[config.mk]
export PLATFORM = sky130hd
export DESIGN_NAME = div_sequencer
export DESIGN_NICKNAME = d
export VERILOG_FILES = /design/src/rtl/alu_pkg.sv /design/src/rtl/div_step.sv /design/src/rtl/div_sequencer.sv
export SDC_FILE = /design/constraint.sdc
export NUM_CORES = 1
export LEC_CHECK = 0
export ABC_AREA = 1
export CAP_MARGIN = 20
export CORE_MARGIN = 4
export CORE_UTILIZATION = 40
export DETAILED_ROUTE_END_ITERATION = 8
export PLACE_DENSITY_LB_ADDON = 0.05
export SYNTH_ARGS = -nofsm -noshare
export SYNTH_HDL_FRONTEND = slang
export SYNTH_SLANG_ARGS = --single-unit
[constraint.sdc]
create_clock -name clk -period 4.4 [get_ports clk]
set_input_delay 0.66 -clock clk [delete_from_list [all_inputs] [get_ports clk]]
set_output_delay 0.66 -clock clk [all_outputs]
set_load 0.02 [all_outputs]
[src/rtl/alu_pkg.sv]
// Shared definitions for the M-extension divide/remainder sequencer:
// ALU control codes, FSM state names and op-decoding helpers.
package alu_pkg;

    localparam logic [5:0] DIV   = 6'b100011;
    localparam logic [5:0] DIVU  = 6'b100100;
    localparam logic [5:0] REM   = 6'b100101;
    localparam logic [5:0] REMU  = 6'b100110;
    localparam logic [5:0] DIVW  = 6'b101000;
    localparam logic [5:0] DIVUW = 6'b101001;
    localparam logic [5:0] REMW  = 6'b101010;
    localparam logic [5:0] REMUW = 6'b101011;

    typedef enum logic [2:0] {
        IDLE = 3'd0,
        PREP = 3'd1,
        CALC = 3'd2,
        FIX  = 3'd3,
        DONE = 3'd4
    } div_state_t;

    // True for any of the eight divide/remainder control codes.
    function automatic logic is_div_op(input logic [5:0] op);
        case (op)
            DIV, DIVU, REM, REMU, DIVW, DIVUW, REMW, REMUW: return 1'b1;
            default:                                        return 1'b0;
        endcase
    endfunction

    // Ops that interpret their operands as two's complement.
    function automatic logic isSignedOp(input logic [5:0] op);
        case (op)
            DIV, REM, DIVW, REMW: return 1'b1;
            default:              return 1'b0;
        endcase
    endfunction

    // Ops that return the remainder rather than the quotient.
    function automatic logic isRemOp(input logic [5:0] op);
        case (op)
            REM, REMU, REMW, REMUW: return 1'b1;
            default:                return 1'b0;
        endcase
    endfunction

    // 32-bit (W) variants.
    function automatic logic isWordOp(input logic [5:0] op);
        case (op)
            DIVW, DIVUW, REMW, REMUW: return 1'b1;
            default:                  return 1'b0;
        endcase
    endfunction

    // Sign-extend a 32-bit word to 64 bits.
    function automatic logic [63:0] sext32(input logic [31:0] v);
        return {{32{v[31]}}, v};
    endfunction

endpackage

[src/rtl/div_step.sv]
// One radix-2 restoring division iteration: shift {rem, quo} left by one,
// trial-subtract the divisor from the widened partial remainder and keep
// the difference when it does not go negative.
module div_step #(
    parameter int BUS_DATA_WIDTH = 64
) (
    input  logic [BUS_DATA_WIDTH-1:0] rem,
    input  logic [BUS_DATA_WIDTH-1:0] quo,
    input  logic [BUS_DATA_WIDTH-1:0] divisor,
    output logic [BUS_DATA_WIDTH-1:0] remNext,
    output logic [BUS_DATA_WIDTH-1:0] quoNext
);

    // The partial remainder is always below the divisor, so only the shifted
    // trial value needs the extra bit; its top bit of the difference is the sign.
    logic [BUS_DATA_WIDTH:0] shifted;
    logic [BUS_DATA_WIDTH:0] diff;

    // Trial subtract and restore.
    always_comb begin
        shifted = {rem, quo[BUS_DATA_WIDTH-1]};
        diff    = shifted - {1'b0, divisor};
        if (!diff[BUS_DATA_WIDTH]) begin
            remNext = diff[BUS_DATA_WIDTH-1:0];
            quoNext = {quo[BUS_DATA_WIDTH-2:0], 1'b1};
        end else begin
            remNext = shifted[BUS_DATA_WIDTH-1:0];
            quoNext = {quo[BUS_DATA_WIDTH-2:0], 1'b0};
        end
    end

endmodule

[src/rtl/div_sequencer.sv]
// Multi-cycle divide/remainder controller for the execute stage. Takes one
// op at a time, divides magnitudes one quotient bit per cycle and fixes the
// signs at the end. Special cases (divide by zero, signed overflow, non-div
// op codes) bypass the iteration loop entirely.
module div_sequencer
    import alu_pkg::*;
#(
    parameter int BUS_DATA_WIDTH = 64
) (
    input  logic                      clk,
    input  logic                      rst_n,
    input  logic                      in_valid,
    output logic                      in_ready,
    input  logic [5:0]                in_op,
    input  logic [BUS_DATA_WIDTH-1:0] in_a,
    input  logic [BUS_DATA_WIDTH-1:0] in_b,
    input  logic                      flush,
    output logic                      out_valid,
    input  logic                      out_ready,
    output logic [BUS_DATA_WIDTH-1:0] out_result,
    output logic                      busy
);

    localparam int XLEN = BUS_DATA_WIDTH;

    localparam logic [2:0] stIdle = 3'(IDLE);
    localparam logic [2:0] stPrep = 3'(PREP);
    localparam logic [2:0] stCalc = 3'(CALC);
    localparam logic [2:0] stFix  = 3'(FIX);
    localparam logic [2:0] stDone = 3'(DONE);

    // Most-negative values as seen after W operands are sign-extended.
    localparam logic [XLEN-1:0] mostNeg  = {1'b1, {(XLEN-1){1'b0}}};
    localparam logic [XLEN-1:0] mostNegW = {{(XLEN-31){1'b1}}, 31'b0};

    logic [2:0]      state;
    logic [5:0]      opReg;
    logic            isW;
    logic [XLEN-1:0] aReg;
    logic [XLEN-1:0] bReg;
    logic [XLEN-1:0] remReg;
    logic [XLEN-1:0] quoReg;
    logic [5:0]      cnt;
    logic            negQ;
    logic            negR;
    logic [XLEN-1:0] resultReg;

    logic [XLEN-1:0] aIn, bIn;
    logic            signA, signB;
    logic [XLEN-1:0] absA, absB;
    logic            divZero, overflow, special;
    logic [XLEN-1:0] specialRaw, specialRes;
    logic [XLEN-1:0] qFinal, rFinal, fixSel, fixRes;
    logic [XLEN-1:0] remNext, quoNext;

    assign in_ready   = (state == stIdle);
    assign busy       = (state != stIdle);
    assign out_valid  = (state == stDone);
    assign out_result = resultReg;

    // Operand shaping at accept time: W ops keep the low word, extended per signedness.
    always_comb begin
        aIn = in_a;
        bIn = in_b;
        if (isWordOp(in_op)) begin
            if (isSignedOp(in_op)) begin
                aIn = sext32(in_a[31:0]);
                bIn = sext32(in_b[31:0]);
            end else begin
                aIn = {{(XLEN-32){1'b0}}, in_a[31:0]};
                bIn = {{(XLEN-32){1'b0}}, in_b[31:0]};
            end
        end
    end

    // Magnitudes, sign bookkeeping and special-case detection for PREP.
    always_comb begin
        signA    = isSignedOp(opReg) & aReg[XLEN-1];
        signB    = isSignedOp(opReg) & bReg[XLEN-1];
        absA     = signA ? (~aReg + 1'b1) : aReg;
        absB     = signB ? (~bReg + 1'b1) : bReg;
        divZero  = (bReg == '0);
        overflow = isSignedOp(opReg) && (&bReg) && (aReg == (isW ? mostNegW : mostNeg));
        special  = !is_div_op(opReg) || divZero || overflow;

        specialRaw = '0;
        if (!is_div_op(opReg))
            specialRaw = '0;
        else if (divZero)
            specialRaw = isRemOp(opReg) ? aReg : '1;
        else if (overflow)
            specialRaw = isRemOp(opReg) ? '0 : aReg;
        specialRes = isW ? sext32(specialRaw[31:0]) : specialRaw;
    end

    // Final sign fix-up and quotient/remainder selection for FIX.
    always_comb begin
        qFinal = negQ ? (~quoReg + 1'b1) : quoReg;
        rFinal = negR ? (~remReg + 1'b1) : remReg;
        fixSel = isRemOp(opReg) ? rFinal : qFinal;
        fixRes = isW ? sext32(fixSel[31:0]) : fixSel;
    end

    div_step #(
        .BUS_DATA_WIDTH(XLEN)
    ) u_step (
        .rem    (remReg),
        .quo    (quoReg),
        .divisor(bReg),
        .remNext(remNext),
        .quoNext(quoNext)
    );

    // Control FSM and datapath registers; flush wins over everything else.
    always_ff @(posedge clk or negedge rst_n) begin
        if (!rst_n) begin
            state     <= stIdle;
            opReg     <= '0;
            isW       <= 1'b0;
            aReg      <= '0;
            bReg      <= '0;
            remReg    <= '0;
            quoReg    <= '0;
            cnt       <= '0;
            negQ      <= 1'b0;
            negR      <= 1'b0;
            resultReg <= '0;
        end else if (flush) begin
            state <= stIdle;
        end else begin
            case (state)
                stIdle: begin
                    if (in_valid) begin
                        opReg <= in_op;
                        isW   <= isWordOp(in_op);
                        aReg  <= aIn;
                        bReg  <= bIn;
                        state <= stPrep;
                    end
                end
                stPrep: begin
                    negQ <= signA ^ signB;
                    negR <= signA;
                    if (special) begin
                        resultReg <= specialRes;
                        state     <= stDone;
                    end else begin
                        remReg <= '0;
                        // W dividends sit in the top word so 32 shifts consume them.
                        quoReg <= isW ? {absA[31:0], 32'b0} : absA;
                        bReg   <= absB;
                        cnt    <= isW ? 6'd31 : 6'd63;
                        state  <= stCalc;
                    end
                end
                stCalc: begin
                    remReg <= remNext;
                    quoReg <= quoNext;
                    if (cnt == 6'd0)
                        state <= stFix;
                    else
                        cnt <= cnt - 6'd1;
                end
                stFix: begin
                    resultReg <= fixRes;
                    state     <= stDone;
                end
                stDone: begin
                    if (out_ready)
                        state <= stIdle;
                end
                default: state <= stIdle;
            endcase
        end
    end

endmodule

==> impl_metrics.toml, run 1 <==
[setup_path]
crit_family = "simple AND/OR/NAND/NOR gates"
arrival_ns = 4.21
reg2reg_slack_ns = 0.68
reg2reg_from = "bReg[41]"
crit_type = "reg2reg"
path_cells = "inv_1 > ha_1 > a21oi_1 > o21ai_0 > a21oi_1 > o21ai_0 > a21oi_1 > nand3_1 > nand2_1 > nand2_1 > nand3_1 > nand2_1"
worstPathMaxFanout = 12
reg2reg_to = "remReg[4]"
critPathCaptureType = "flop"
cp_slowest_cell = "dfrtp_1"
max_stage_delay_ns = 0.55
cp_num_buf_inv = 1
start_kind = "flop"
rr_worst_depth = 12
cp_data_required_time_ns = 4.89

[die]
coreArea_mm2 = 0.0762
fp.dieH_um = 286
die_area_mm2 = 0.0817
ioPinCount = 206
initial_core_util = 0.405
num_rows = 101
die_x_um = 286

[synth]
synth_edf_count = 0
ys_types = 46
synth_most_common_cell = "nand2_1"
synth_area_mm2 = 0.0309
synth.top_cell.area_share = 0.274
ys_top_cells_by_count = "nand2_1 (1626), nor2_1 (641), nand3_1 (581), inv_1 (514), dfrtp_1 (338)"
syn_nets = 5360
async_flop_share = 1.00
synth-main-ff-cell = "dfrtp_1"
synth_top_area_cell = "dfrtp_1"
ys_ff_latch = 338
ys_warn_count = 0
seq_area_frac_synth = 0.274
syn_avg_cell_area_um2 = 5.99
synth_area_leaders = "dfrtp_1 (27%), nand2_1 (20%), nand3_1 (9.4%)"
synthCells = 5149

[timing]
finalHoldViolCount = 0
worst_slew_pin_slew_ns = 1.16
max_freq_mhz = 269
fin_crit_ns = 3.72
tns_ns = 0
worst_slack_ns = 0.678
setup_viol = 0
period_share = 0.846
clock_skew_ns = 0.0455
hold_slack_ns = 0.0166
max-slew-margin-rel = 0.219
drv_slew = 0
rsz0062_at_grt = "no"

[cells_and_area]
seq_area_mm2 = 0.00846
n_fill_cell = 8459
syn_to_final_growth_pct = 13.9
drive_gt1_frac = 0.0350
multiInputGateArea_mm2 = 0.0195
fin_nets = 5468
fin_cells = 6314
final_util = 0.461

[clock_network]
clk_latency_ns = 0.60
cts-root-buf = "clkbuf_16"
htree_num_levels = 2
clkSinkCount = 338
cts_tree = "built"
cts-buffers-inserted = 43
clockBufferDepth = 3
clkSlewWorstSetupHoldPaths_ns = 0.06
cts_resized = 0
ctsHoldBuffers = 0
post_cts.repair.setup_buffers = 0

[global_route]
grt_pass1_wl_um = 218000
grtUsageTotal = 0.352
antenna_found_initial = 5
grt_pass1_vias = 33000
grt_max_degree = 111
grt-ovfl-total = 0

[min_path]
hold_path_class = "in2async"

[power]
power_density_mw_per_mm2 = 597
ir_drop_mv = 0.276
p_leak_nw = 17.0

[drt]
via_count = 36200
ant_nets = 0
viasPerCell = 5.73
dr.pass1.iters = 7
drc = 0
drt_iter0_markers = 4651
wl_per_cell_um = 23.7
wl_um = 150000

[placement]
place_ws_ns = 0.766
port_buffers = 205
dp_cells = 6241
gp_congestion = 1.01
dp_hpwl_um = 121000

[flow_run]
cap_violations = 0

[status]
status = "complete, no violations"
-- area by class of cell --
cell class	count	area share
multi-input combinational	4082	0.554
sequential	338	0.241
timing repair buffer	260	0.0730
inverter	532	0.0570
tap	1030	0.0367
clock buffer	61	0.0352
clock inverter	10	0.00356
antenna	1	0.0000712
-- worst max path at each step --
stage | start | slack, ns | cells past startpoint | endpoint
floorplan | quoReg[63] | 1.91 | 16 | remReg[45]
global placement | bReg[41] | 0.82 | 13 | remReg[62]
detailed placement | bReg[41] | 0.77 | 12 | remReg[4]
CTS | bReg[41] | 0.73 | 13 | remReg[62]
global route | bReg[41] | 0.38 | 13 | remReg[62]
finish | bReg[41] | 0.68 | 12 | remReg[4]
-- state kept, by name, indices dropped and copies added, names as in the netlist --
register and cells:
state 3, out_result 64, negQ 1, negR 1, quoReg 64, bReg 64
isW 1, opReg 6, cnt 6, aReg 64, remReg 64
-- report_power, final --
group	internal [W]	switching, W
logic	0.00332	0.00844
registers	0.00414	0.00152
clock network	0.00207	0.00151
total	0.00953	0.0115
-- placed cells by master, fill, tap and decap left out, drive strengths merged, types with 2 or more instances in the layout --
master and count:
and3 5, xnor2 30, clkbuf 61, nand2 1632, a21o 3, nand3 586
o21ai 325, dfrtp 338, o22ai 28, o221ai 24, nor4 19, nor3b 4
clkinv 9, bufinv 2, or2 9, clkdlybuf4s50 204, nor3 46, nand4 93
o21a 5, ha 71, o211ai 93, a21oi 276, inv 530, nand3b 30
and2 2, o21bai 5, a31oi 27, xor2 99, o31ai 11, nor2 655
buf 56
-- through the flow --
| step | cell area [µm²] | total power (W) |
|---|---|---|
| floorplan | 30900 | 0.0125 |
| CTS | 35100 | 0.0206 |
| finish | 35200 | 0.0210 |
| detailed placement | 33800 | 0.0170 |
| global route | 35200 | 0.0223 |
| global placement | 33800 | 0.0170 |
-- cells by family (layout without fill, tap and decap cells) --
| group | after synthesis | after routing | synth area share |
|---|---|---|---|
| DFF | 338 | 338 | 0.274 |
| buffers and inverters | 729 | 863 | 0.0961 |
| other | 0 | 1 | 0 |
| and+or+nand+nor | 3082 | 3082 | 0.419 |
| xor gates and xnor gates | 129 | 129 | 0.0366 |
| AOI/OAI and AO/OA | 799 | 799 | 0.145 |
| adders and majority gates | 72 | 72 | 0.0294 |
-- routing by layer --
layer,GRT usage,vias up,part of all wire
met3,0.0841,218,0.10
met2,0.502,1695,0.41
met4,0.101,2,0.033
li1,-,17100,-
met1,0.525,17200,0.46
met5,0,-,0.000087
Note: power is estimated with default switching activity, not from simulation.
==> run 2: changes to the inputs <==
clock period = 3.8 ns   (was 4.4 ns; I/O delays follow)
==> run 2 against run 1 <==
Power rose by 18%; non-clock buffer count rose by 37; fmax rose by 7.3%; sequential share of layout area shrank 0.28 points; combinational power grew 18%; cell count increased by 0.71%; global-route usage rose by 0.46 points; sequential cell count stayed put; register-to-register slack worse by 0.35 ns; clock skew down 0.011 ns; worst setup slack worse by 0.35 ns; highest routed layer unchanged; design area is 1.2% higher; critical endpoint is now remReg[6].
==> impl_metrics.toml, run 2 (same netlist as run 1, synthesis figures left out) <==
[status]
status = "complete, no violations"

[min_path]
hold_path_class = "reg2reg"
holdPathEnd = "out_result[27]"
worstHoldPathCells = 2
holdCritStartpoint = "out_result[27]"

[die]
ioPinCount = 206
num_rows = 101
die_area_mm2 = 0.0817
die_x_um = 286
coreArea_mm2 = 0.0762
initial_core_util = 0.405
fp.dieH_um = 286

[cells_and_area]
layout_common_cells = "nand2_1 (1624), nor2_1 (637), nand3_1 (581)"
n_fill_cell = 8429
syn_to_final_growth_pct = 15.2
drive_gt1_frac = 0.0426
fin_nets = 5506
final_common_cell = "nand2_1"
final_util = 0.467

[timing]
fin_crit_ns = 3.47
period_share = 0.913
clock_skew_ns = 0.0342
max_freq_mhz = 288
worst_slew_pin_slew_ns = 0.972
max-slew-margin-rel = 0.352
finalHoldViolCount = 0
setup_viol = 0
tns_ns = 0
drv_slew = 0
rsz0062_at_grt = "no"

[power]
ir_drop_mv = 0.367
comb_power_share = 0.563
power_density_mw_per_mm2 = 696
clock_power_share = 0.174
seqPwrFrac = 0.262
p_sw_w = 0.0135
p_leak_nw = 17.2
internal-power_w = 0.0113
sw_frac_of_total = 0.544

[drt]
dr.pass1.iters = 6
drc = 0
viasPerCell = 5.75
ant_nets = 0
drt_iter0_markers = 4545
via_count = 36600
wl_per_cell_um = 23.8
wl_um = 151000

[clock_network]
cts-root-buf = "clkbuf_16"
htree_num_levels = 2
post_cts.repair.setup_buffers = 0
clockBufferDepth = 3
cts_tree = "built"
cts-buffers-inserted = 44
ctsHoldBuffers = 1
clkSlewWorstSetupHoldPaths_ns = 0.06
cts_resized = 0
clkSinkCount = 338
clk_latency_ns = 0.60

[setup_path]
reg2reg_to = "remReg[6]"
crit_type = "reg2reg"
worstPathMaxFanout = 12
arrival_ns = 3.95
start_kind = "flop"
reg2reg_from = "bReg[41]"
path_cells = "inv_1 > ha_1 > a21oi_1 > o21ai_0 > a21oi_1 > o21ai_0 > a21oi_1 > nand3_1 > nand2_1 > nand2_1 > nand3_1 > nand2_1"
critPathCaptureType = "flop"
reg2reg_slack_ns = 0.33
max_stage_delay_ns = 0.51
rr_worst_depth = 12
cp_num_buf_inv = 1
cp_slowest_cell = "dfrtp_1"
cp_data_required_time_ns = 4.28
crit_family = "compound AO/OA/AOI/OAI gates"

[placement]
port_buffers = 205
gp_congestion = 1.04
dp_hpwl_um = 122000

[global_route]
grt_pass1_wl_um = 221000
grt-ovfl-total = 0
grt_pass1_vias = 33300
grt_max_degree = 102
grtUsageTotal = 0.357
antenna_found_initial = 1

[flow_run]
cap_violations = 0
## run 2: cell types whose count changed in the layout (fill, tap and decap cells not counted), sizes merged
| cell | change |
|---|---|
| dlygate4sd3 | +1 |
| clkinv | +2 |
| clkbuf | +4 |
| buf | +36 |
| inv | +1 |
| bufinv | +1 |
## run 2: area by class of cell
cell class / count / area (µm²) / area share
antenna: 1 / 2.50 / 0.0000704
clock buffer: 65 / 1260 / 0.0354
clock inverter: 14 / 174 / 0.00489
inverter: 532 / 2000 / 0.0563
multi-input combinational: 4082 / 19500 / 0.548
sequential: 338 / 8460 / 0.238
tap: 1030 / 1290 / 0.0362
timing repair buffer: 297 / 2900 / 0.0815
## run 2: worst reg2reg max path: cells and delay by family, from the launching register on
kind | cells | cell delay (ns)
flops | 1 | 0.51
buf+inv | 1 | 0.23
fa+ha+maj | 1 | 0.42
compound gates | 5 | 1.19
simple gates | 5 | 1.01
## run 2: through the flow
stage / power (W) / cell area [µm²] / std cells / setup slack [ns] / hold slack [ns]
global route: 0.0262 / 35600 / 6358 / 0.0750 / 0.507
floorplan: 0.0144 / 30900 / 5149 / 1.31 / 0.274
global placement: 0.0199 / 34100 / 6278 / 0.555 / 0.465
CTS: 0.0243 / 35600 / 6358 / 0.420 / 0.481
detailed placement: 0.0199 / 34100 / 6278 / 0.498 / 0.465
finish: 0.0248 / 35600 / 6359 / 0.332 / 0.476
## run 2: power by group through the flow
stage / logic [W] / registers [W] / clock network, W
after floorplan: 0.00847 / 0.00597 / 0
after global placement: 0.0134 / 0.00648 / 0
after detailed placement: 0.0134 / 0.00646 / 0
after CTS: 0.0135 / 0.00642 / 0.00437
after global routing: 0.0150 / 0.00662 / 0.00451
final: 0.0139 / 0.00649 / 0.00432
## run 2: layer usage
metal | up-vias | wire length (µm) | global-route usage
met3 | 175 | 15300 | 0.0703
met4 | 2 | 4160 | 0.0895
met2 | 1758 | 62400 | 0.515
met1 | 17500 | 69500 | 0.541
met5 | - | 72 | 0
li1 | 17200 | - | -
## run 2: how the worst max path moves through the flow
stage	startpoint	to	slack (ns)	cells after the start
finish	bReg[41]	remReg[6]	0.33	12
global route	bReg[29]	remReg[6]	0.08	17
CTS	bReg[41]	remReg[6]	0.42	12
detailed placement	bReg[41]	remReg[2]	0.50	12
global placement	bReg[41]	remReg[6]	0.56	12
floorplan	quoReg[63]	remReg[45]	1.31	16
